[config.mk]
export PLATFORM = sky130hd
export DESIGN_NAME = sap_prog_ram
export DESIGN_NICKNAME = d
export VERILOG_FILES = /design/src/rtl/sap_prog_ram.sv
export SDC_FILE = /design/constraint.sdc
export NUM_CORES = 1
export LEC_CHECK = 0
export ABC_AREA = 1
export BUFFER_PORTS_ARGS = -buffer_cell sky130_fd_sc_hd__buf_4
export CAP_MARGIN = 10
export CORE_MARGIN = 1
export CORE_UTILIZATION = 35
export DETAILED_ROUTE_END_ITERATION = 7
export PLACE_DENSITY_LB_ADDON = 0.15
export RECOVER_POWER = 25
export SLEW_MARGIN = 20
export SYNTH_ARGS = -nofsm -noshare
export SYNTH_HDL_FRONTEND = slang
export SYNTH_SLANG_ARGS = --single-unit
[constraint.sdc]
create_clock -name clk_i -period 4.15 [get_ports clk_i]
set_input_delay 0.6225 -clock clk_i [delete_from_list [all_inputs] [get_ports clk_i]]
set_output_delay 0.6225 -clock clk_i [all_outputs]
set_load 0.005 [all_outputs]
[src/rtl/sap_prog_ram.sv]
// Single-port program/data RAM with synchronous CPU access, a streaming loader and an optional clear sweep.
// Optional feature macro: SAP_PROG_RAM_PARITY_EN (per-word even parity, err_inject_i / parity_err_o ports).
module sap_prog_ram #(
  parameter int unsigned DATA_W        = 8,
  parameter int unsigned ADDR_W        = 4,
  parameter bit          CLEAR_ON_PROG = 1'b1
) (
  input  logic              clk_i,
  input  logic              rst_i,
  input  logic              cen_i,
  input  logic              we_i,
  input  logic [ADDR_W-1:0] addr_i,
  input  logic [DATA_W-1:0] data_i,
  output logic [DATA_W-1:0] data_o,
  output logic              rvalid_o,
  input  logic              prog_start_i,
  input  logic              prog_valid_i,
  input  logic [DATA_W-1:0] prog_data_i,
  input  logic              prog_last_i,
  output logic              prog_ready_o,
  output logic              busy_o,
  output logic [ADDR_W:0]   prog_count_o
`ifdef SAP_PROG_RAM_PARITY_EN
  ,
  input  logic              err_inject_i,
  output logic              parity_err_o
`endif
);

  localparam int unsigned DEPTH = 2 ** ADDR_W;
  localparam int unsigned CNT_W = ADDR_W + 1;
`ifdef SAP_PROG_RAM_PARITY_EN
  localparam int unsigned MEM_W = DATA_W + 1;
`else
  localparam int unsigned MEM_W = DATA_W;
`endif
  localparam logic [ADDR_W-1:0] LAST_ADDR = ADDR_W'(DEPTH - 1);

  typedef enum logic [1:0] {ST_RUN, ST_CLEAR, ST_PROG} state_t;

  state_t              state, state_next;
  logic [ADDR_W-1:0]   ptr, ptr_next;
  logic [CNT_W-1:0]    cnt_next;
  logic                mem_we;
  logic [ADDR_W-1:0]   mem_addr;
  logic [DATA_W-1:0]   mem_wdata;
  logic [MEM_W-1:0]    mem_word;
  logic                rd_en;
  logic [MEM_W-1:0]    mem [DEPTH];

  // State register
  always_ff @(posedge clk_i) begin
    if (rst_i) state <= ST_RUN;
    else       state <= state_next;
  end

  // Next state, pointer/count update and the single write port mux
  always_comb begin
    state_next = state;
    ptr_next   = ptr;
    cnt_next   = prog_count_o;
    mem_we     = 1'b0;
    mem_addr   = addr_i;
    mem_wdata  = data_i;
    rd_en      = 1'b0;
    case (state)
      ST_RUN: begin
        rd_en  = cen_i & ~we_i;
        mem_we = cen_i & we_i;
        if (prog_start_i) begin
          ptr_next   = '0;
          cnt_next   = '0;
          state_next = CLEAR_ON_PROG ? ST_CLEAR : ST_PROG;
        end
      end
      ST_CLEAR: begin
        mem_we    = 1'b1;
        mem_addr  = ptr;
        mem_wdata = '0;
        ptr_next  = ptr + ADDR_W'(1);
        if (ptr == LAST_ADDR) begin
          ptr_next   = '0;
          state_next = ST_PROG;
        end
      end
      ST_PROG: begin
        if (prog_valid_i) begin
          mem_we    = 1'b1;
          mem_addr  = ptr;
          mem_wdata = prog_data_i;
          cnt_next  = prog_count_o + CNT_W'(1);
          // Top address saturates the pointer and ends the session
          if (ptr == LAST_ADDR) begin
            state_next = ST_RUN;
          end else begin
            ptr_next = ptr + ADDR_W'(1);
            if (prog_last_i) state_next = ST_RUN;
          end
        end
      end
      default: state_next = ST_RUN;
    endcase
  end

`ifdef SAP_PROG_RAM_PARITY_EN
  assign mem_word = {(^mem_wdata) ^ err_inject_i, mem_wdata};
`else
  assign mem_word = mem_wdata;
`endif

  // Storage array: never reset, writes suppressed during reset
  always_ff @(posedge clk_i) begin
    if (mem_we && !rst_i) mem[mem_addr] <= mem_word;
  end

  // Registered outputs and loader bookkeeping
  always_ff @(posedge clk_i) begin
    if (rst_i) begin
      ptr          <= '0;
      prog_count_o <= '0;
      data_o       <= '0;
      rvalid_o     <= 1'b0;
      prog_ready_o <= 1'b0;
      busy_o       <= 1'b0;
`ifdef SAP_PROG_RAM_PARITY_EN
      parity_err_o <= 1'b0;
`endif
    end else begin
      ptr          <= ptr_next;
      prog_count_o <= cnt_next;
      rvalid_o     <= rd_en;
      prog_ready_o <= (state_next == ST_PROG);
      busy_o       <= (state_next != ST_RUN);
      if (rd_en) data_o <= mem[addr_i][DATA_W-1:0];
`ifdef SAP_PROG_RAM_PARITY_EN
      parity_err_o <= rd_en & (^mem[addr_i]);
`endif
    end
  end

endmodule

## Word level (Yosys, flattened, before mapping)

Memories as Yosys holds them, arrays and structs flattened. A register that Yosys moved wholly into a read port is not among the register bits.
Index checks and enable logic that the tools add are counted.

| operators by class | value |
|---|---|
| add/sub/neg operators | 2 |
| bitwise operators | 3 |
| eq/ne operators | 7 |
| mux-type cells | 23 |
| reductions and logical operators | 8 |

Operators by type and width:

| kind | count |
|---|---|
| 4-bit two-way mux | 5 |
| 8-bit one-hot mux with 2 select lines | 1 |
| 4-bit one-hot mux with 3 select lines | 1 |
| 2-bit two-way mux | 5 |
| 5-bit two-way mux | 2 |
| 5-bit one-hot mux with 2 select lines | 1 |
| 8-bit two-way mux | 1 |
| 4-bit one-hot mux with 2 select lines | 1 |
| 2-bit inequality test (second input constant) | 3 |
| 2-bit one-hot mux with 3 select lines | 1 |
| 5-bit by 1-bit adder with 5-bit output (second input constant) | 1 |
| 4-bit by 1-bit adder with 4-bit output (second input constant) | 1 |
| 2-bit equality test (second input constant) | 2 |
| 4-bit equality test (second input constant) | 1 |
| 1-bit two-way mux | 4 |
| 4-bit AND reduction | 1 |
| 2-bit nonzero test | 2 |
| 1-bit one-hot mux with 3 select lines | 1 |
| 3-bit AND reduction | 1 |
| 3-bit nonzero test | 1 |
| 1-bit bitwise AND | 2 |
| 2-bit by 1-bit equality test with 1-bit output (second input constant) | 1 |
| 2-bit zero test | 1 |
| 1-bit logical AND | 1 |
| other kinds (2) | 2 |

| word-level totals | value |
|---|---|
| logic and storage cells | 50 |
| memories | 1 |
| bits of input ports | 27 |
| bits in writable memories | 128 |
| output and inout bits | 16 |
| bits in registers | 14 |

Memories:

| memory | words | bits a word | read ports | clocked after memory_dff | wr ports | RTL line | RTL |
|---|---|---|---|---|---|---|---|
| mem | 16 | 8 | 1 | 1 | 1 | 49 | `logic [MEM_W-1:0] mem [DEPTH];` |

## Depth between registers and ports, before layout

Gate-level depths: netlist of the first run.

| logic depth | value |
|---|---|
| depth after elaboration | 5 |
| depth in mapped cells | 11 |

## Least setup slack after synthesis of the first run

OpenSTA, ideal clock, no wires.

| timing | value |
|---|---|
| kind | flip-flop to flip-flop |
| start | reg state[0] |
| end | mem mem[0][0] in the netlist's numbering (enable) |
| slack | 1935 ps |
| setup time | 370 ps |
| required time | 3780 ps |
| path buffers | 1 |
| data arrival time | 1845 ps |
| stages on the path, launching flop included | 10 |
| period minus slack after synthesis | 2215 ps |
| path through | dfxtp_1 > inv_1 > ha_1 > inv_1 > a21oi_2 > buf_4 > o22ai_2 > inv_1 > nand2_1 > nor2_1 |

| on the way | value |
|---|---|
| word-level cells in the longest chain between the ends | 5 |
| elaborated cells between the ends (all ways) | 8 |

Ends and longest elaborated chain:

| element | RTL line | RTL |
|---|---|---|
| start: declaration | 41 | `state_t state, state_next;` |
| start signal: assignment | 54 | `else state <= state_next;` |
| 2-bit equality test, or another cell as far along | 66 | `case (state)` |
| 1-bit one-hot mux with 3 select lines | 66 |  |
| 1-bit logical AND | 113 | `if (mem_we && !rst_i) mem[mem_addr] <= mem_word;` |
| 1-bit two-way mux | 113 |  |
| 1-bit two-way mux (not written as such) | 113 |  |
| end: declaration | 49 |  |

Parallel ways exist; a longest one is shown, timed or not.

## Final worst setup path of the first run

| timing | value |
|---|---|
| start | reg state[0] |
| end | mem mem[8][4] in the netlist's numbering (enable) |

The elaborated chain is that of the path after synthesis.

==> impl_metrics.toml, run 1 <==
[floorplanning]
chipWidth_um = 142
io_pins = 43
die-area_um2 = 20000
core_region_area_um2 = 18900
fp.dieH_um = 142
start_util = 0.361
rows = 50

[global_routing]
grt_pass1_vias = 4765
grt_pass1_wl_um = 26700
grt_antenna_before_repair = 0
track_usage = 0.183
grt_max_degree = 65
grt_remaining_overflow = 0

[detailed_routing]
routed_via_density = 4.74
wl_per_cell_um = 16.6
vias = 4892
antenna_left = 0
firstDrtPassIters = 6
drtIter0Drc = 389
drcViolationCount = 0
drt-total-wl_um = 17100

[synthesis]
ys.flop_type = "edfxtp_1"
yosysUniqueCellTypes = 31
yosys-top-cells-area = "edfxtp_1 56%, nand2_1 13%, nand3_1 7.9%"
synth_commonest_cells = "232 x nand2_1, 128 x edfxtp_1, 107 x nand3_1, 103 x inv_1, 45 x nor2_1"
synthCells = 725
ys_async_sr_fraction = 0
synth.most_common_cell = "nand2_1"
ys_seq_area_frac = 0.629
yosys.area.top_type_share = 0.564
synth_edf_count = 128
syn_nets = 759
ys_warn_count = 0
synth_top_cell_by_area = "edfxtp_1"
syn-cell-area_um2 = 6810
syn_area_per_cell_um2 = 9.40
ys_ff_latch = 150

[critical_path]
rr_endpoint = "mem[8][4]"
cp.arrival_ns = 3.34
path_class = "flop to flop"
worstPathMaxFanout = 15
reg2reg_depth = 8
reg2reg_slack_ns = 0.87
cp-end-kind = "flop"
startpoint_type = "flop"
cp_data_required_time_ns = 4.21
critPathLaunch = "state[0]"
regToRegStartpoint = "state[0]"

[cts]
cts_setup_buffers = 0
clk_pin_slew_ns = 0.06
clock_latency_ns = 0.43
ctsHtreeMaxLevel = 4
cts_buffer_depth = 2
ctsResizeCount = 0
clock-sinks = 150
cts_root_buf = "clkbuf_16"
cts_hold_buf = 0
cts_tree = "yes"
numCtsBuffers = 17

[worst_hold_path]
hold_path_depth = 2
hold_path.class = "input port to flop"
whs_endpoint = "rvalid_o"
min_from = "we_i"

[placement]
dp_hpwl_um = 11200
place_congestion = 0.826
place_ws_ns = 0.814
io_buffers = 42

[finish]
area_growth_syn_to_layout_pct = 16.4
diodes = 0
layout-drive-gt1-share = 0.125
nNetsFinal = 792

[timing]
max_slew_margin = -0.201
slew_viol_final = 51
rsz0062_at_grt = "no"
setup_slack_ns = 0.865
period_share = 0.791
tns_ns = 0
hold_violations = 0
finalCriticalPeriod_ns = 3.28
skew_ns = 0.00780
setup_viol = 0
timing.fmax_mhz = 304
worst_slew_pin_slew_ns = 1.79

[flow_run]
drv_cap = 4

[status]
status = "complete, but fails checks"
failed_checks = "capacitance limit, slew limit"

[power]
p_leak_nw = 3.34
powerDensity_nw_per_um2 = 445
vdd_drop_max_v = 0.000413
-- where the power goes --
| part | switching [mW] | total, mW | internal (mW) |
|---|---|---|---|
| combinational | 0.214 | 0.296 | 0.0820 |
| sequential | 0.00762 | 1.68 | 1.68 |
| clock | 0.649 | 1.55 | 0.901 |
-- how the worst max path moves through the flow --
stage                end  slack, ns  cells after the start
6_report       mem[8][4]       0.87                      8
2_1_floorplan  mem[0][0]       1.94                      9
3_3_place_gp   mem[8][4]       1.00                      8
5_1_grt        mem[8][2]       0.54                      8
3_5_place_dp   mem[8][4]       0.81                      8
4_1_cts        mem[8][4]       0.79                      8
-- registers in the layout (all words and copies together) (netlist names) --
register,cells
prog_ready_o,1
data_o,8
mem,128
state,2
rvalid_o,1
ptr,4
busy_o,1
prog_count_o,5
-- placed cells by master, fill, tap and decap left out, types with 3 or more instances in the layout --
cell and n:
a21oi_1 9, buf_4 28, clkbuf_16 17, clkbuf_4 16, clkinv_1 3, clkinv_4 3, clkinvlp_4 3, dfxtp_1 22
edfxtp_1 128, ha_1 7, inv_1 102, inv_2 3, inv_6 4, nand2_1 232, nand3_1 107, nor2_1 45
o21ai_0 9, o21ai_1 4, o21ai_2 6
-- critical path: stages (launching register included) --
cell	delay (ns)
dfxtp_1	0.38
inv_1	0.10
ha_1	0.59
inv_1	0.13
a21oi_2	0.58
o22ai_2	0.20
inv_1	0.20
nand3_1	0.12
nor2_1	0.61
-- routing by layer --
| layer | track usage | part of all wire | vias up |
|---|---|---|---|
| met5 | 0 | 0 | - |
| met4 | 0.0583 | 0.015 | 0 |
| met3 | 0.0503 | 0.049 | 18 |
| met2 | 0.288 | 0.48 | 113 |
| met1 | 0.244 | 0.46 | 2346 |
| li1 | - | - | 2415 |
-- final cells by class --
class	count	area, um^2
clock inverter	15	171
clock buffer	17	425
inverter	109	412
fill	1881	11000
multi-input combinational	436	1980
sequential	150	4280
tap	260	325
timing repair buffer	44	330
-- cell families after synthesis --
| family | count (synthesis) | synth area share |
|---|---|---|
| and+or+nand+nor | 395 | 0.245 |
| DFF | 150 | 0.629 |
| buffers and inverters | 139 | 0.0817 |
| AOI/OAI and AO/OA | 33 | 0.0305 |
| adders and majority gates | 7 | 0.0129 |
| xor gates and xnor gates | 1 | 0.00129 |
-- per-stage QoR --
step	hold slack, ns	total power [mW]	instances	area [um^2]	util
3_3_place_gp	0.488	2.01	999	7350	0.389
3_5_place_dp	0.490	2.02	999	7350	0.389
2_1_floorplan	0.470	1.89	725	6810	-
6_report	0.405	3.53	1031	7930	0.420
5_1_grt	0.390	3.67	1031	7930	0.420
4_1_cts	0.385	3.57	1031	7950	0.421
(Power assumes the default switching activity.)
==> run 2, diff against run 1 <==
Clock period 4.15 ns to 2.75 ns, I/O delays scaled along.
==> run 2 against run 1 <==
The flow now finishes without violations. Clock power rose by 50%. Non-clock buffer count rose by 30. Register-to-register slack got worse by 0.47 ns. Worst setup slack got worse by 0.47 ns. Final cell count rose by 2.9%. Sequential power rose by 51%. Die area did not move. Routed wire length rose by 0.20%. Maximum frequency rose by 40%. Critical path type unchanged. Largest cell class unchanged.
==> impl_metrics.toml, run 2 (synthesis results as in run 1) <==
[status]
status = "complete, no violations"

[detailed_routing]
wl_per_cell_um = 16.1
vias = 5047
drt-total-wl_um = 17100
drtIter0Drc = 393
antenna_left = 0
drcViolationCount = 0
routed_via_density = 4.76
firstDrtPassIters = 5

[placement]
place_congestion = 0.815
dp_hpwl_um = 11400
io_buffers = 42
postPlaceCellArea_um2 = 7560
place_inst = 1029

[cts]
cts_setup_buffers = 0
cts_root_buf = "clkbuf_16"
clock-sinks = 150
cts_hold_buf = 0
ctsResizeCount = 0
clock_latency_ns = 0.43
clk_pin_slew_ns = 0.06
cts_tree = "yes"
ctsHtreeMaxLevel = 4
numCtsBuffers = 17
cts_buffer_depth = 2

[finish]
largest_reg_flops = 128
nNetsFinal = 822
diodes = 0
area_growth_syn_to_layout_pct = 19.4
final_cell_mix = "232 x nand2_1, 128 x edfxtp_1, 107 x nand3_1"
finish.instance_area_um2 = 8130
fin_cells = 1061
top_register = "mem"
layout-drive-gt1-share = 0.146
layout_commonest_cell = "nand2_1"
final_core_util = 0.430
top_regs = "mem x128, data_o x8, prog_count_o x5"

[global_routing]
grt_antenna_before_repair = 0
track_usage = 0.181
grt_pass1_wl_um = 26400
grt_remaining_overflow = 0
grt_pass1_vias = 4795
grt_max_degree = 65

[critical_path]
rr_endpoint = "mem[14][0]"
worstPathMaxFanout = 16
cp.arrival_ns = 2.42
cp_data_required_time_ns = 2.82
cp-end-kind = "flop"
reg2reg_slack_ns = 0.40
startpoint_type = "flop"
path_class = "flop to flop"
regToRegStartpoint = "state[0]"
reg2reg_depth = 6

[floorplanning]
core_region_area_um2 = 18900
io_pins = 43
die-area_um2 = 20000
chipWidth_um = 142
start_util = 0.361
rows = 50
fp.dieH_um = 142

[timing]
tns_ns = 0
period_share = 0.855
rsz0062_at_grt = "no"
slew_viol_final = 0
setup_viol = 0
max_slew_margin = 0.311
worst_slew_pin_slew_ns = 1.03
timing.fmax_mhz = 425
finalCriticalPeriod_ns = 2.35
hold_violations = 0
skew_ns = 0.00964

[flow_run]
drv_cap = 0

[power]
powerDensity_nw_per_um2 = 656
power_mw = 5.34
p_leak_nw = 3.47
vdd_drop_max_v = 0.000439

[worst_hold_path]
hold_path.class = "input port to flop"
hold_path_depth = 2
whs_endpoint = "rvalid_o"
min_from = "we_i"
## run 2: final cells by class
class | count | area, um^2
flip-flops and latches | 150 | 4280
clock buffers | 21 | 440
inverters | 109 | 412
multi-input cells | 436 | 1960
clock inverters | 11 | 153
fillers | 1852 | 10800
repair buffers | 74 | 557
well taps | 260 | 325
## run 2: power breakdown
| part | total, mW | internal, mW | leakage [nW] | switching [mW] |
|---|---|---|---|---|
| registers | 2.54 | 2.53 | 1.34 | 0.0116 |
| logic | 0.469 | 0.144 | 1.86 | 0.326 |
| clock network | 2.33 | 1.43 | 0.266 | 0.902 |
## run 2: metrics by stage
step	worst slack, ns	hold WS (ns)
2_1_floorplan	0.535	0.470
3_3_place_gp	0.563	0.484
3_5_place_dp	0.460	0.489
4_1_cts	0.438	0.173
5_1_grt	0.241	0.173
6_report	0.399	0.177
## run 2: how the worst max path moves through the flow
| stage | cells after the start | slack [ns] | start | to |
|---|---|---|---|---|
| 5_1_grt | 6 | 0.24 | state[0] | mem[15][2] |
| 3_5_place_dp | 8 | 0.46 | state[0] | mem[9][7] |
| 2_1_floorplan | 9 | 0.54 | state[0] | mem[0][0] |
| 4_1_cts | 8 | 0.44 | state[0] | mem[9][7] |
| 6_report | 6 | 0.40 | state[0] | mem[14][0] |
| 3_3_place_gp | 12 | 0.56 | state[0] | mem[2][1] |
## run 2: per-layer routing
metal  track usage  part of all wire  vias to the layer above
met5             0                 0                        -
met4        0.0770             0.018                        0
met3        0.0337             0.043                       25
met2         0.283              0.47                      123
met1         0.246              0.47                     2428
li1              -                 -                     2471
## run 2: worst max-delay path, cell delays in order, from the launching register on
cell	delay (ns)
dfxtp_1	0.39
inv_1	0.10
ha_1	0.32
a21oi_2	0.41
clkbuf_1	0.31
o21ai_0	0.13
clkbuf_2	0.33
==> run 3, diff against run 2 <==
Clock period 2.75 ns to 2.6 ns, I/O delays scaled along.
==> run 3 against run 2 <==
Clock power barely moved. Utilization shrank 0.14 points. Sequential cell count unchanged. Maximum frequency is essentially flat. Combinational power increased by 6.2%. Die area stayed put. Routed wire length increased by 0.41%. Global-route usage is 0.59 points higher. Critical path depth unchanged. Sequential power rose by 6%. First-iteration DRC count grew 13%. Clock skew decreased by 0.0028 ns.
==> impl_metrics.toml, run 3 (synthesis results as in run 1) <==
[global_routing]
grt_max_degree = 65
grt_pass1_wl_um = 27300
grt_antenna_before_repair = 0
track_usage = 0.187
grt_pass1_vias = 5002
grt_remaining_overflow = 0

[timing]
setup_slack_ns = 0.250
slew_viol_final = 0
tns_ns = 0
max_slew_margin = 0.317
skew_ns = 0.00681
timing.fmax_mhz = 426
rsz0062_at_grt = "no"
worst_slew_pin_slew_ns = 1.02
hold_violations = 0
setup_viol = 0
finalCriticalPeriod_ns = 2.35
period_share = 0.904

[power]
p_leak_nw = 3.49
vdd_drop_max_v = 0.000568
powerDensity_nw_per_um2 = 681

[finish]
final_cell_mix = "232 x nand2_1, 128 x edfxtp_1, 107 x nand3_1"
largest_reg_flops = 128
layout-drive-gt1-share = 0.148
area_growth_syn_to_layout_pct = 19.0
top_register = "mem"
layout_commonest_cell = "nand2_1"
nNetsFinal = 823
final_core_util = 0.429
top_regs = "mem x128, data_o x8, prog_count_o x5"

[floorplanning]
start_util = 0.361
fp.dieH_um = 142
chipWidth_um = 142
die-area_um2 = 20000
io_pins = 43
rows = 50
core_region_area_um2 = 18900

[critical_path]
cp_data_required_time_ns = 2.66
critPathLaunch = "state[0]"
startpoint_type = "flop"
worstPathMaxFanout = 16
cp-end-kind = "flop"
path_class = "flop to flop"
regToRegStartpoint = "state[0]"
cp.arrival_ns = 2.41

[worst_hold_path]
hold_path.class = "input port to flop"
min_from = "we_i"

[cts]
cts_buffer_depth = 2
cts_hold_buf = 0
clk_pin_slew_ns = 0.06
ctsHtreeMaxLevel = 4
numCtsBuffers = 17
cts_root_buf = "clkbuf_16"
clock_latency_ns = 0.42
clock-sinks = 150
cts_tree = "yes"
ctsResizeCount = 0
cts_setup_buffers = 0

[detailed_routing]
wl_per_cell_um = 16.2
drcViolationCount = 0
vias = 4961
routed_via_density = 4.67
drtIter0Drc = 444
drt-total-wl_um = 17200
firstDrtPassIters = 5
antenna_left = 0

[placement]
place_ws_ns = 0.326
io_buffers = 42
place_congestion = 0.813
dp_hpwl_um = 11600

[flow_run]
drv_cap = 0

[status]
status = "complete, no violations"
run 3: per-stage QoR:
stage | area, um^2 | power, mW | hold slack (ns) | instances
after floorplan | 6810 | 3.02 | 0.469 | 725
after global placement | 7570 | 3.24 | 0.488 | 1030
after detailed placement | 7570 | 3.25 | 0.492 | 1030
after CTS | 8130 | 5.58 | 0.146 | 1062
after global routing | 8100 | 5.73 | 0.145 | 1062
final | 8110 | 5.52 | 0.149 | 1063
run 3: worst paths after layout:
| check | cells after the start | end | slack (ns) |
|---|---|---|---|
| max | 6 | mem[5][1] | 0.25 |
| min | 2 | rvalid_o | 0.15 |
| max reg2reg | 6 | mem[5][1] | 0.25 |
| min reg2reg | 2 | ptr[3] | 0.50 |
run 3: cell type report:
class                      instances  area (um^2)
clock inverter                    11         97.6
clock buffer                      21          462
tap                              260          325
antenna                            1         2.50
multi-input combinational        436         1960
timing repair buffer              75          562
inverter                         109          412
sequential                       150         4280
fill                            1895        10800
run 3: power breakdown:
part | leakage, nW | switching [mW] | total [mW] | internal (mW)
Combinational | 1.87 | 0.346 | 0.498 | 0.152
Clock | 0.281 | 0.961 | 2.34 | 1.37
Sequential | 1.34 | 0.0122 | 2.68 | 2.67
Total | 3.49 | 1.32 | 5.52 | 4.20
run 3: layer usage:
metal | global-route usage | share of wire | vias to the layer above
met5 | 0 | 0 | -
met4 | 0.0600 | 0.014 | 0
met3 | 0.0375 | 0.050 | 18
met2 | 0.303 | 0.48 | 125
met1 | 0.251 | 0.46 | 2338
li1 | - | - | 2480
run 3: critical path, cell delays in order (launching register included):
cell and delay, ns:
dfxtp_1 0.39, inv_1 0.11, ha_1 0.31, a21oi_2 0.40, clkbuf_1 0.33, o21ai_1 0.09
clkbuf_2 0.34
